[src/rtl/decode_stage_if.sv]
// IF/ID-to-ID/EX bundle for the decode stage: fetch-side inputs, register-file
// ports, write-back bypass, flush/stall control and the registered ID/EX fields.
interface decode_stage_if;
    logic        in_valid;
    logic [31:0] instr;
    logic [31:0] pc_plus4;
    logic [31:0] rs_data;
    logic [31:0] rt_data;
    logic [4:0]  rs_addr;
    logic [4:0]  rt_addr;
    logic        wb_en;
    logic [4:0]  wb_addr;
    logic [31:0] wb_data;
    logic        flush;
    logic        stall;
    logic        ex_valid;
    logic [31:0] ex_pc_plus4;
    logic [31:0] ex_rs_val;
    logic [31:0] ex_rt_val;
    logic [31:0] ex_imm;
    logic [4:0]  ex_rs;
    logic [4:0]  ex_rt;
    logic [4:0]  ex_dest;
    logic [2:0]  ex_alu_op;
    logic        ex_alu_src;
    logic        ex_mem_read;
    logic        ex_mem_write;
    logic        ex_reg_write;
    logic        ex_branch;

    // Handshake: there is no ready/valid back-pressure on ID/EX; the only
    // flow control is stall, which asks the fetch side to hold PC and IF/ID
    // so that the same instruction is presented again on the next cycle.
    modport master (
        output in_valid, instr, pc_plus4, rs_data, rt_data,
        output wb_en, wb_addr, wb_data, flush,
        input  rs_addr, rt_addr, stall,
        input  ex_valid, ex_pc_plus4, ex_rs_val, ex_rt_val, ex_imm,
        input  ex_rs, ex_rt, ex_dest, ex_alu_op, ex_alu_src,
        input  ex_mem_read, ex_mem_write, ex_reg_write, ex_branch
    );

    modport slave (
        input  in_valid, instr, pc_plus4, rs_data, rt_data,
        input  wb_en, wb_addr, wb_data, flush,
        output rs_addr, rt_addr, stall,
        output ex_valid, ex_pc_plus4, ex_rs_val, ex_rt_val, ex_imm,
        output ex_rs, ex_rt, ex_dest, ex_alu_op, ex_alu_src,
        output ex_mem_read, ex_mem_write, ex_reg_write, ex_branch
    );
endinterface

[src/rtl/decode_stage.sv]
// Five-stage MIPS-subset decode stage: control decode, write-through operand
// bypass, load-use hazard detection and the ID/EX pipeline register.
module decode_stage (
    input  logic          clock,
    input  logic          reset,
    decode_stage_if.slave bus
);

    localparam logic [5:0] OP_RTYPE = 6'h00;
    localparam logic [5:0] OP_LW    = 6'h23;
    localparam logic [5:0] OP_SW    = 6'h2B;
    localparam logic [5:0] OP_BEQ   = 6'h04;
    localparam logic [5:0] OP_ADDI  = 6'h08;

    typedef struct packed {
        logic        valid;
        logic [31:0] pc_plus4;
        logic [31:0] rs_val;
        logic [31:0] rt_val;
        logic [31:0] imm;
        logic [4:0]  rs;
        logic [4:0]  rt;
        logic [4:0]  dest;
        logic [2:0]  alu_op;
        logic        alu_src;
        logic        mem_read;
        logic        mem_write;
        logic        reg_write;
        logic        branch;
    } idex_t;

    idex_t idex_q, idex_d;

    logic [5:0]  opcode;
    logic [5:0]  funct;
    logic [4:0]  rs_a, rt_a, rd_a;
    logic        decodable;
    logic [2:0]  alu_op;
    logic        alu_src, mem_read, mem_write, reg_write, branch;
    logic [4:0]  dest;
    logic        hazard;
    logic        rt_is_source;

    assign opcode = bus.instr[31:26];
    assign funct  = bus.instr[5:0];
    assign rs_a   = bus.instr[25:21];
    assign rt_a   = bus.instr[20:16];
    assign rd_a   = bus.instr[15:11];

    always_comb begin
        decodable = 1'b0;
        alu_op    = 3'd0;
        alu_src   = 1'b0;
        mem_read  = 1'b0;
        mem_write = 1'b0;
        reg_write = 1'b0;
        branch    = 1'b0;
        dest      = 5'd0;
        unique case (opcode)
            OP_RTYPE: begin
                decodable = 1'b1;
                dest      = rd_a;
                reg_write = 1'b1;
                case (funct)
                    6'h20:   alu_op = 3'd0;
                    6'h22:   alu_op = 3'd1;
                    6'h24:   alu_op = 3'd2;
                    6'h25:   alu_op = 3'd3;
                    6'h2A:   alu_op = 3'd4;
                    default: begin
                        decodable = 1'b0;
                        dest      = 5'd0;
                        reg_write = 1'b0;
                    end
                endcase
            end
            OP_LW: begin
                decodable = 1'b1;
                alu_src   = 1'b1;
                mem_read  = 1'b1;
                dest      = rt_a;
                reg_write = 1'b1;
            end
            OP_SW: begin
                decodable = 1'b1;
                alu_src   = 1'b1;
                mem_write = 1'b1;
            end
            OP_BEQ: begin
                decodable = 1'b1;
                alu_op    = 3'd1;
                branch    = 1'b1;
            end
            OP_ADDI: begin
                decodable = 1'b1;
                alu_src   = 1'b1;
                dest      = rt_a;
                reg_write = 1'b1;
            end
            default: decodable = 1'b0;
        endcase
        // Writes to $0 are architecturally discarded, so never request one.
        if (dest == 5'd0) reg_write = 1'b0;
    end

    // The register file is read before this cycle's write lands, so a
    // matching write-back is forwarded here; $0 always reads as zero.
    function automatic logic [31:0] operand(
        input logic [4:0]  addr,
        input logic [31:0] rf_data,
        input logic        wb_en,
        input logic [4:0]  wb_addr,
        input logic [31:0] wb_data
    );
        if (addr == 5'd0)                    return 32'd0;
        else if (wb_en && (wb_addr == addr)) return wb_data;
        else                                 return rf_data;
    endfunction

    assign rt_is_source = (opcode == OP_RTYPE) || (opcode == OP_SW) || (opcode == OP_BEQ);

    always_comb begin
        hazard = idex_q.valid && idex_q.mem_read && (idex_q.rt != 5'd0) && bus.in_valid &&
                 ((rs_a == idex_q.rt) || ((rt_a == idex_q.rt) && rt_is_source));
    end

    always_comb begin
        idex_d = '0;
        if (!bus.flush && !hazard && bus.in_valid && decodable) begin
            idex_d.valid     = 1'b1;
            idex_d.pc_plus4  = bus.pc_plus4;
            idex_d.rs_val    = operand(rs_a, bus.rs_data, bus.wb_en, bus.wb_addr, bus.wb_data);
            idex_d.rt_val    = operand(rt_a, bus.rt_data, bus.wb_en, bus.wb_addr, bus.wb_data);
            idex_d.imm       = {{16{bus.instr[15]}}, bus.instr[15:0]};
            idex_d.rs        = rs_a;
            idex_d.rt        = rt_a;
            idex_d.dest      = dest;
            idex_d.alu_op    = alu_op;
            idex_d.alu_src   = alu_src;
            idex_d.mem_read  = mem_read;
            idex_d.mem_write = mem_write;
            idex_d.reg_write = reg_write;
            idex_d.branch    = branch;
        end
    end

    always_ff @(posedge clock) begin
        if (reset) idex_q <= '0;
        else       idex_q <= idex_d;
    end

    assign bus.rs_addr      = rs_a;
    assign bus.rt_addr      = rt_a;
    assign bus.stall        = hazard && !bus.flush && !reset;

    assign bus.ex_valid     = idex_q.valid;
    assign bus.ex_pc_plus4  = idex_q.pc_plus4;
    assign bus.ex_rs_val    = idex_q.rs_val;
    assign bus.ex_rt_val    = idex_q.rt_val;
    assign bus.ex_imm       = idex_q.imm;
    assign bus.ex_rs        = idex_q.rs;
    assign bus.ex_rt        = idex_q.rt;
    assign bus.ex_dest      = idex_q.dest;
    assign bus.ex_alu_op    = idex_q.alu_op;
    assign bus.ex_alu_src   = idex_q.alu_src;
    assign bus.ex_mem_read  = idex_q.mem_read;
    assign bus.ex_mem_write = idex_q.mem_write;
    assign bus.ex_reg_write = idex_q.reg_write;
    assign bus.ex_branch    = idex_q.branch;

endmodule

[src/flat_wrapper.sv]
// flat-port wrapper written by rule: the top's interface ports become plain ports
module decode_stage_flat 
  (clock, reset, bus_in_valid, bus_instr, bus_pc_plus4, bus_rs_data, bus_rt_data, bus_wb_en, bus_wb_addr, bus_wb_data, bus_flush, bus_rs_addr, bus_rt_addr, bus_stall, bus_ex_valid, bus_ex_pc_plus4, bus_ex_rs_val, bus_ex_rt_val, bus_ex_imm, bus_ex_rs, bus_ex_rt, bus_ex_dest, bus_ex_alu_op, bus_ex_alu_src, bus_ex_mem_read, bus_ex_mem_write, bus_ex_reg_write, bus_ex_branch);
  decode_stage_if bus_i ();
  input  logic clock;
  input  logic reset;
  input wire logic [$bits(bus_i.in_valid)-1:0] bus_in_valid;
  input wire logic [$bits(bus_i.instr)-1:0] bus_instr;
  input wire logic [$bits(bus_i.pc_plus4)-1:0] bus_pc_plus4;
  input wire logic [$bits(bus_i.rs_data)-1:0] bus_rs_data;
  input wire logic [$bits(bus_i.rt_data)-1:0] bus_rt_data;
  input wire logic [$bits(bus_i.wb_en)-1:0] bus_wb_en;
  input wire logic [$bits(bus_i.wb_addr)-1:0] bus_wb_addr;
  input wire logic [$bits(bus_i.wb_data)-1:0] bus_wb_data;
  input wire logic [$bits(bus_i.flush)-1:0] bus_flush;
  output wire logic [$bits(bus_i.rs_addr)-1:0] bus_rs_addr;
  output wire logic [$bits(bus_i.rt_addr)-1:0] bus_rt_addr;
  output wire logic [$bits(bus_i.stall)-1:0] bus_stall;
  output wire logic [$bits(bus_i.ex_valid)-1:0] bus_ex_valid;
  output wire logic [$bits(bus_i.ex_pc_plus4)-1:0] bus_ex_pc_plus4;
  output wire logic [$bits(bus_i.ex_rs_val)-1:0] bus_ex_rs_val;
  output wire logic [$bits(bus_i.ex_rt_val)-1:0] bus_ex_rt_val;
  output wire logic [$bits(bus_i.ex_imm)-1:0] bus_ex_imm;
  output wire logic [$bits(bus_i.ex_rs)-1:0] bus_ex_rs;
  output wire logic [$bits(bus_i.ex_rt)-1:0] bus_ex_rt;
  output wire logic [$bits(bus_i.ex_dest)-1:0] bus_ex_dest;
  output wire logic [$bits(bus_i.ex_alu_op)-1:0] bus_ex_alu_op;
  output wire logic [$bits(bus_i.ex_alu_src)-1:0] bus_ex_alu_src;
  output wire logic [$bits(bus_i.ex_mem_read)-1:0] bus_ex_mem_read;
  output wire logic [$bits(bus_i.ex_mem_write)-1:0] bus_ex_mem_write;
  output wire logic [$bits(bus_i.ex_reg_write)-1:0] bus_ex_reg_write;
  output wire logic [$bits(bus_i.ex_branch)-1:0] bus_ex_branch;
  assign bus_i.in_valid = bus_in_valid;
  assign bus_i.instr = bus_instr;
  assign bus_i.pc_plus4 = bus_pc_plus4;
  assign bus_i.rs_data = bus_rs_data;
  assign bus_i.rt_data = bus_rt_data;
  assign bus_i.wb_en = bus_wb_en;
  assign bus_i.wb_addr = bus_wb_addr;
  assign bus_i.wb_data = bus_wb_data;
  assign bus_i.flush = bus_flush;
  assign bus_rs_addr = bus_i.rs_addr;
  assign bus_rt_addr = bus_i.rt_addr;
  assign bus_stall = bus_i.stall;
  assign bus_ex_valid = bus_i.ex_valid;
  assign bus_ex_pc_plus4 = bus_i.ex_pc_plus4;
  assign bus_ex_rs_val = bus_i.ex_rs_val;
  assign bus_ex_rt_val = bus_i.ex_rt_val;
  assign bus_ex_imm = bus_i.ex_imm;
  assign bus_ex_rs = bus_i.ex_rs;
  assign bus_ex_rt = bus_i.ex_rt;
  assign bus_ex_dest = bus_i.ex_dest;
  assign bus_ex_alu_op = bus_i.ex_alu_op;
  assign bus_ex_alu_src = bus_i.ex_alu_src;
  assign bus_ex_mem_read = bus_i.ex_mem_read;
  assign bus_ex_mem_write = bus_i.ex_mem_write;
  assign bus_ex_reg_write = bus_i.ex_reg_write;
  assign bus_ex_branch = bus_i.ex_branch;
  decode_stage u_core (.clock(clock), .reset(reset), .bus(bus_i));
endmodule
[config.mk]
export PLATFORM = sky130hd
export DESIGN_NAME = decode_stage_flat
export DESIGN_NICKNAME = d
export VERILOG_FILES = /design/src/rtl/decode_stage_if.sv /design/src/rtl/decode_stage.sv /design/src/flat_wrapper.sv
export SDC_FILE = /design/constraint.sdc
export NUM_CORES = 1
export LEC_CHECK = 0
export CAP_MARGIN = 20
export CORE_MARGIN = 8
export CORE_UTILIZATION = 30
export CTS_CLUSTER_SIZE = 8
export DETAILED_ROUTE_END_ITERATION = 12
export PLACE_DENSITY = 0.69
export SYNTH_ARGS = -nofsm -noshare
export SYNTH_HDL_FRONTEND = slang
export SYNTH_SLANG_ARGS = --single-unit
[constraint.sdc]
create_clock -name clock -period 6.6 [get_ports clock]
set_input_delay 1.32 -clock clock [delete_from_list [all_inputs] [get_ports clock]]
set_output_delay 1.32 -clock clock [all_outputs]
set_load 0.01 [all_outputs]
# [Word-level counts from Yosys, hierarchy flattened]
# Cells that the tools add are included.
[totals] out_inout_bits=163 reg_bits=136 in_bits=170 elab_cells=76
[classes] n_reduce_logical=31 eq_ne=13 n_mux=17 bitwise=1
[ops] operator="152-bit two-way mux" n=1
[ops] operator="32-bit two-way mux" n=4
[ops] operator="6-bit == test, second input constant" n=7
[ops] operator="5-bit == test" n=4
[ops] operator="5-bit zero test" n=3
[ops] operator="1-bit logical AND" n=12
[ops] operator="3-bit one-hot mux with 4 select lines" n=1
[ops] operator="3-bit OR reduction" n=4
[ops] operator="5-bit one-hot mux with 2 select lines" n=1
[ops] operator="6-bit by 3-bit == test with 1-bit output, second input constant" n=1
[ops] operator="6-bit by 4-bit == test with 1-bit output, second input constant" n=1
[ops] operator="6-bit zero test" n=1
[ops] operator="1-bit two-way mux" n=6
[ops] operator="3-bit one-hot mux with 2 select lines" n=1
[ops] operator="5-bit two-way mux" n=1
[ops] operator="5-bit nonzero test" n=1
[ops] operator="5-bit OR reduction" n=1
[ops] operator="1-bit one-hot mux with 2 select lines" n=2
[ops] operator="2-bit OR reduction" n=2
[ops] operator="4-bit OR reduction" n=1
[ops] operator="1-bit zero test" n=3
[ops] operator="1-bit logical OR" n=3
[ops] operator="1-bit inverter" n=1

# [Depth between registers and ports, before layout]
# Gate-level depths: netlist of run 1.
[depth] depth_word=12 ltp_mapped=7 mapped_depth_nobuf=5

# [Least setup slack after synthesis of run 1]
# OpenSTA, ideal clock, no wires.
[synth_timing] kind="input port to output port" startpoint="input bus_instr[31]" endpoint="output bus_stall" slack_ns=2.483 t_arrival_ns=2.797 path_buffers=1 cell_stages=6 required_ns=5.280 cell_sequence="or4_1 -> o21ai_1 -> nand3_1 -> a21oi_1 -> buf_2 -> nor3b_1"
[synth_via] elab_chain_cells=8 word_cells_on_any_way=10 classes_between="2 x eq/ne; 8 x reduce/logical"
[synth_lines] item="from (decl)" line_no="flat_wrapper.sv:8" source="input wire logic [$bits(bus_i.instr)-1:0] bus_instr;"
[synth_lines] item="6-bit == test / 6-bit zero test (equally long branches)" line_no="decode_stage.sv:120" source="assign rt_is_source = (opcode == OP_RTYPE) || (opcode == OP_SW) || (opcode == OP_BEQ);"
[synth_lines] item="1-bit logical OR" line_no="decode_stage.sv:120"
[synth_lines] item="1-bit logical OR (*)" line_no="decode_stage.sv:120"
[synth_lines] item="1-bit logical AND (*)" line_no="decode_stage.sv:124" source="((rs_a == idex_q.rt) || ((rt_a == idex_q.rt) && rt_is_source));"
[synth_lines] item="1-bit logical OR (*)" line_no="decode_stage.sv:124"
[synth_lines] item="1-bit logical AND (*)" line_no="decode_stage.sv:123" source="hazard = idex_q.valid && idex_q.mem_read && (idex_q.rt != 5'd0) && bus.in_valid &&"
[synth_lines] item="1-bit logical AND (*) (2 in a row)" line_no="decode_stage.sv:154" source="assign bus.stall = hazard && !bus.flush && !reset;"
[synth_lines] item="to (decl)" line_no="flat_wrapper.sv:18" source="output wire logic [$bits(bus_i.stall)-1:0] bus_stall;"
# Every way passes the cells marked *; elsewhere a longest branch is shown, timed or not.

# [Worst setup path after layout of run 1]
[layout_timing] startpoint="input bus_instr[29]" endpoint="output bus_stall"
# Same word-level chain as after synthesis.

==> impl_metrics.ini, run 1 <==
[routing]
drt_iter0_drc = 166
wl_per_cell_um = 19.5
finalWirelength_um = 19500
via_count = 4528
via_per_inst = 4.52
firstDrtPassIters = 4
drcViolationCount = 0
drtAntennaViolNets = 0

[place]
dp_slack_ps = 1510
place.gp.congestion = 0.842
hpwl_um = 15300
io_buffers = 332
place_area_um2 = 8340
place_inst = 970

[hold_path]
hold_end = u_core.bus.ex_dest[0]$_SDFF_PP0_
holdCritPathClass = register to register
min_from = u_core.bus.ex_valid$_SDFF_PP0_
hold_path_depth = 4

[setup_path]
rr_worst_depth = 5
r2r_end = u_core.bus.ex_mem_read$_SDFF_PP0_
reg2reg_slack_ps = 3870
critPathKind = input port to output pin
end_kind = output pin
crit_fanout = 6
required_ps = 5280
cpMostUsedCell = clkdlybuf4s50_1
worst_ep_arrival_time_ps = 3820
slowest_delay_ps = 650
cp_cell_sequence = clkdlybuf4s50_1, or4_1, o21ai_1, nand3_1, a21oi_4, nor3b_1, clkdlybuf4s50_1
reg2reg_from = u_core.bus.ex_rt[1]$_SDFF_PP0_
crit_path_start_kind = input port
crit_slowest_cell = or4_1

[global_route]
use_met1_pct = 18.5
grt_pass1_vias = 4953
grt_pass1_wl_um = 29600
grt-ovfl-total = 0
grt_max_degree = 74
use_met2_pct = 32.7
grt.total_usage_pct = 18.1
grtUsageMet3_pct = 6.03
antenna_found_initial = 0
busiest_layer = met2

[cts]
cts_hold_buf = 0
cts_max_path_buffers = 2
clock-sinks = 136
numCtsBuffers = 17
post-cts-setup-buffer-count = 0
cts_resized = 0
cts_tree = yes
clockRootBuffer = clkbuf_16
clk_latency_ps = 410
htreeDepth = 4
clk_transition_reported_paths_ps = 60

[finish]
antenna_cells = 0
fin_nets = 939
drive_gt1_share_pct = 6.01
utilization_pct = 54.2
stdcell_count = 1002
final_cell_area_um2 = 8930
area_growth_pct = 77.9

[floorplanning]
rows = 47
coreArea_um2 = 16500
ios = 333
start_util_pct = 30.5
dieHeight_um = 145
dieArea_um2 = 21100
die_x_um = 145

[synthesis]
synthMuxAreaShare_pct = 13.0
avgSynthCellArea_um2 = 10.7
synth.cell_area_um2 = 5020
yosys_warnings = 0
synth_top_family_by_area = simple AND/OR/NAND/NOR gates
synth-compound-area-share_pct = 2.62
synth_nets = 639
synth_cell_types = 37
synth_simple_gate_area_share_pct = 20.1
yosysSeqAreaShare_pct = 54.2
synthXorXnorAreaFrac_pct = 3.49
ys_seq_elements = 136
syn_inst = 469
synthAdderAreaFrac_pct = 0

[timing]
rsz0062_at_grt = no
slew_violations = 0
setup_viol = 0
min_period_ps = 5140
skew_ps = 7.86
holdWs_ps = 1190
tightest_slew_ps = 1010
relSlewSlack_pct = 32.7
tns_ps = 0
fmax_mhz = 195
hold_violations = 0
fin_crit_sh_pct = 77.8
setup_slack_ps = 1460

[flow_run]
drv_cap = 0

[pwr]
total_power_mw = 1.95
p_per_area_nw_per_um2 = 218
vdd_drop_max_mv = 0.162
power_leakage_nw = 3.14

[status]
status = complete, no violations
worst max-delay path, delay by kind of cell:
kind | cells | cell delay, ps
buffers and inverters | 2 | 1090
AO/OA/AOI/OAI | 2 | 380
AND/OR/NAND/NOR | 3 | 1040
registers in the layout, indices dropped and copies added (netlist names):
signal	cells
u_core.bus.ex_imm	16
u_core.bus.ex_alu_src	1
u_core.bus.ex_alu_op	3
u_core.bus.ex_pc_plus4	32
u_core.bus.ex_rs	5
u_core.bus.ex_dest	5
u_core.bus.ex_mem_read	1
u_core.bus.ex_reg_write	1
u_core.bus.ex_rs_val	32
u_core.bus.ex_rt	5
u_core.bus.ex_mem_write	1
u_core.bus.ex_branch	1
u_core.bus.ex_valid	1
u_core.bus.ex_rt_val	32
area by class of cell:
cell class,count,area [um^2]
Fill cell,1400,7540
Timing Repair Buffer,336,3350
Sequential cell,136,2720
Multi-Input combinational cell,278,1990
Clock buffer,17,425
Tap cell,220,275
Clock inverter,15,166
worst max-delay path by stage:
stage | startpoint | end | cells after the start
6_report | bus_instr[29] | bus_stall | 7
5_1_grt | bus_instr[29] | bus_stall | 7
4_1_cts | bus_instr[29] | bus_stall | 7
3_5_place_dp | bus_instr[29] | bus_stall | 7
3_3_place_gp | bus_instr[29] | bus_stall | 7
2_1_floorplan | bus_instr[31] | bus_stall | 6
metal layers:
layer	share of wire [%]	wire, um	vias up
li1	-	-	2197
met1	38	7440	2090
met2	52	10100	208
met3	6.7	1310	33
met4	3.2	618	0
met5	0	0	-
cells in the mapped netlist, drive strengths merged:
library cell	count	share of area, %
dfxtp	136	54
nor3	74	7.5
mux2i	65	13
and2	58	7.2
buf	46	5.9
xor2	16	2.8
clkbuf	9	0.67
a22oi	5	0.75
nor4	5	0.62
a21oi	4	0.40
and3	4	0.50
nand2	4	0.30
nand3	4	0.40
nor2	4	0.30
o21ai	4	0.40
or4	4	0.60
xnor2	4	0.70
nor3b	3	0.45
nand2b	2	0.25
nand4b	2	0.35
nor2b	2	0.25
or2	2	0.25
a2111oi	1	0.17
a211oi	1	0.25
a21boi	1	0.15
a21o	1	0.15
a31o	1	0.17
and4bb	1	0.25
nand3b	1	0.15
nor4b	1	0.17
o2111ai	1	0.17
or3b	1	0.17
or4b	1	0.20
or4bb	1	0.22
cells by family (layout without fill, tap and decap cells):
logic type | count (synthesis) | count (layout)
flip-flops | 136 | 136
AO/OA/AOI/OAI | 19 | 19
AND/OR/NAND/NOR | 174 | 174
XOR/XNOR | 20 | 20
multiplexers | 65 | 65
buffers and inverters | 55 | 368
cells in the final DEF (no fill, tap or decap), types with 5 or more instances in the layout:
cell type / Yosys / routed
a22oi_1: 5 / 5
and2_1: 58 / 58
clkbuf_16: 0 / 17
clkdlybuf4s50_1: 0 / 332
dfxtp_1: 136 / 136
inv_6: 0 / 5
mux2i_1: 65 / 65
nor3_1: 73 / 73
nor4_1: 5 / 5
xor2_1: 16 / 16
power breakdown:
group	internal [mW]	switching, mW	leakage (nW)
combinational	0.119	0.0577	1.76
sequential	0.824	0.00102	1.10
clock	0.565	0.382	0.287
total	1.51	0.440	3.14
Power figures use the tool's default switching activity.
==> run 2: changes to the inputs <==
--- a/config.mk
+++ b/config.mk
@@ -10,7 +10,7 @@
 export CORE_UTILIZATION = 30
 export CTS_CLUSTER_SIZE = 8
 export DETAILED_ROUTE_END_ITERATION = 12
-export PLACE_DENSITY = 0.69
+export PLACE_DENSITY = 0.72
 export SYNTH_ARGS = -nofsm -noshare
 export SYNTH_HDL_FRONTEND = slang
 export SYNTH_SLANG_ARGS = --single-unit
==> constraint.sdc (replaced) <==
create_clock -name clock -period 4.7 [get_ports clock]
set_input_delay 0.94 -clock clock [delete_from_list [all_inputs] [get_ports clock]]
set_output_delay 0.94 -clock clock [all_outputs]
set_load 0.01 [all_outputs]
==> impl_metrics.ini, run 2 (synthesized netlist as in run 1, its figures left out) <==
[cts]
cts_max_path_buffers = 2
clock-sinks = 136
numCtsBuffers = 17
cts_resized = 0
post-cts-setup-buffer-count = 0
clk_transition_reported_paths_ps = 60
cts_tree = yes
clockRootBuffer = clkbuf_16
cts_hold_buf = 0
htreeDepth = 4
clk_latency_ps = 410

[setup_path]
rr_worst_depth = 6
crit_path_start_kind = input port
critPathCapture = bus_stall
r2r_end = u_core.bus.ex_pc_plus4[2]$_SDFF_PP0_
worst_ep_arrival_time_ps = 3460
reg2reg_slack_ps = 2160
reg2reg_from = u_core.bus.ex_rt[1]$_SDFF_PP0_
crit_fanout = 6
end_kind = output pin
crit_start = bus_instr[29]
critPathKind = input port to output pin
required_ps = 3760

[routing]
wl_per_cell_um = 18.4
finalWirelength_um = 18700
drtAntennaViolNets = 0
via_per_inst = 4.44
wl_met1_um = 7470
via_count = 4496
wl_met3_um = 1410
drcViolationCount = 0
firstDrtPassIters = 4
drt_iter0_drc = 171
top_layer = met4
dr_wl_met2_um = 9150

[timing]
tightest_slew_ps = 817
tns_ps = 0
skew_ps = 7.40
fmax_mhz = 227
rsz0062_at_grt = no
min_period_ps = 4400
relSlewSlack_pct = 45.5
hold_violations = 0
fin_crit_sh_pct = 93.7
setup_viol = 0
slew_violations = 0

[global_route]
grt-ovfl-total = 0
grt_pass1_wl_um = 28800
grt_max_degree = 74
grt.total_usage_pct = 17.5
antenna_found_initial = 1
grt_pass1_vias = 4749

[pwr]
vdd_drop_max_mv = 0.277
power_leakage_nw = 3.17
p_per_area_nw_per_um2 = 292

[floorplanning]
dieArea_um2 = 21100
dieHeight_um = 145
coreArea_um2 = 16500
start_util_pct = 30.5
rows = 47
die_x_um = 145
ios = 333

[place]
place.gp.congestion = 0.804
hpwl_um = 14800
io_buffers = 332
place_inst = 980

[finish]
layout_common_cells = clkdlybuf4s50_1 (332), dfxtp_1 (136), nor3_1 (73)
stdcell_count = 1013
fin_nets = 949
drive_gt1_share_pct = 6.94
area_growth_pct = 78.4
utilization_pct = 54.4
final_common_cell = clkdlybuf4s50_1

[status]
status = complete, no violations

[flow_run]
drv_cap = 0

[hold_path]
holdCritPathClass = input port to register
==> run 2: changes by cell type in the layout (fill, tap and decap cells not counted), sizes merged <==
cell / delta
clkbuf: +3
buf: +10
diode: +1
inv: -2
clkinvlp: -1
bufinv: -2
clkinv: +2
==> run 2: through the flow <==
step / total power [mW] / hold WS, ps / cell area [um^2] / setup slack, ps
floorplan: 1.25 / 873 / 5020 / 1340
global placement: 1.43 / 1180 / 8410 / 396
detailed placement: 1.43 / 1200 / 8410 / 320
CTS: 2.65 / 1070 / 8950 / 311
global route: 2.73 / 1070 / 8950 / 218
finish: 2.61 / 1090 / 8950 / 296
==> run 2: cell type report <==
cell class	instances	area, um^2
Sequential cell	136	2720
Fill cell	1485	7510
Tap cell	220	275
Antenna cell	1	2.50
Clock inverter	12	92.6
Multi-Input combinational cell	278	1990
Clock buffer	20	447
Timing Repair Buffer	346	3430
==> run 2: power breakdown <==
group	switching, mW	internal, mW	leakage (nW)
clock	0.512	0.695	0.266
sequential	0.00140	1.16	1.10
combinational	0.0779	0.171	1.81
==> run 2: routing by layer <==
| metal | track usage (%) | up-vias |
|---|---|---|
| met1 | 19.4 | 2046 |
| li1 | - | 2221 |
| met3 | 6.53 | 31 |
| met5 | 0 | - |
| met2 | 29.5 | 198 |
| met4 | 7.44 | 0 |
==> run 2: worst min path at each step <==
stage	from	end	depth (start not counted)
CTS	bus_pc_plus4[23]	u_core.bus.ex_pc_plus4[23]$_SDFF_PP0_	2
finish	bus_pc_plus4[23]	u_core.bus.ex_pc_plus4[23]$_SDFF_PP0_	2
floorplan	u_core.bus.ex_valid$_SDFF_PP0_	u_core.bus.ex_dest[4]$_SDFF_PP0_	4
global route	bus_pc_plus4[31]	u_core.bus.ex_pc_plus4[31]$_SDFF_PP0_	2
detailed placement	u_core.bus.ex_rt[2]$_SDFF_PP0_	u_core.bus.ex_valid$_SDFF_PP0_	3
global placement	u_core.bus.ex_rt[2]$_SDFF_PP0_	u_core.bus.ex_valid$_SDFF_PP0_	3
==> run 2: critical path, stage by stage <==
cell and delay (ps):
clkdlybuf4s50_1 500, or4_1 650, o21ai_1 200, nand3_1 160, a21oi_4 200, nor3b_1 200
clkdlybuf4s50_1 610
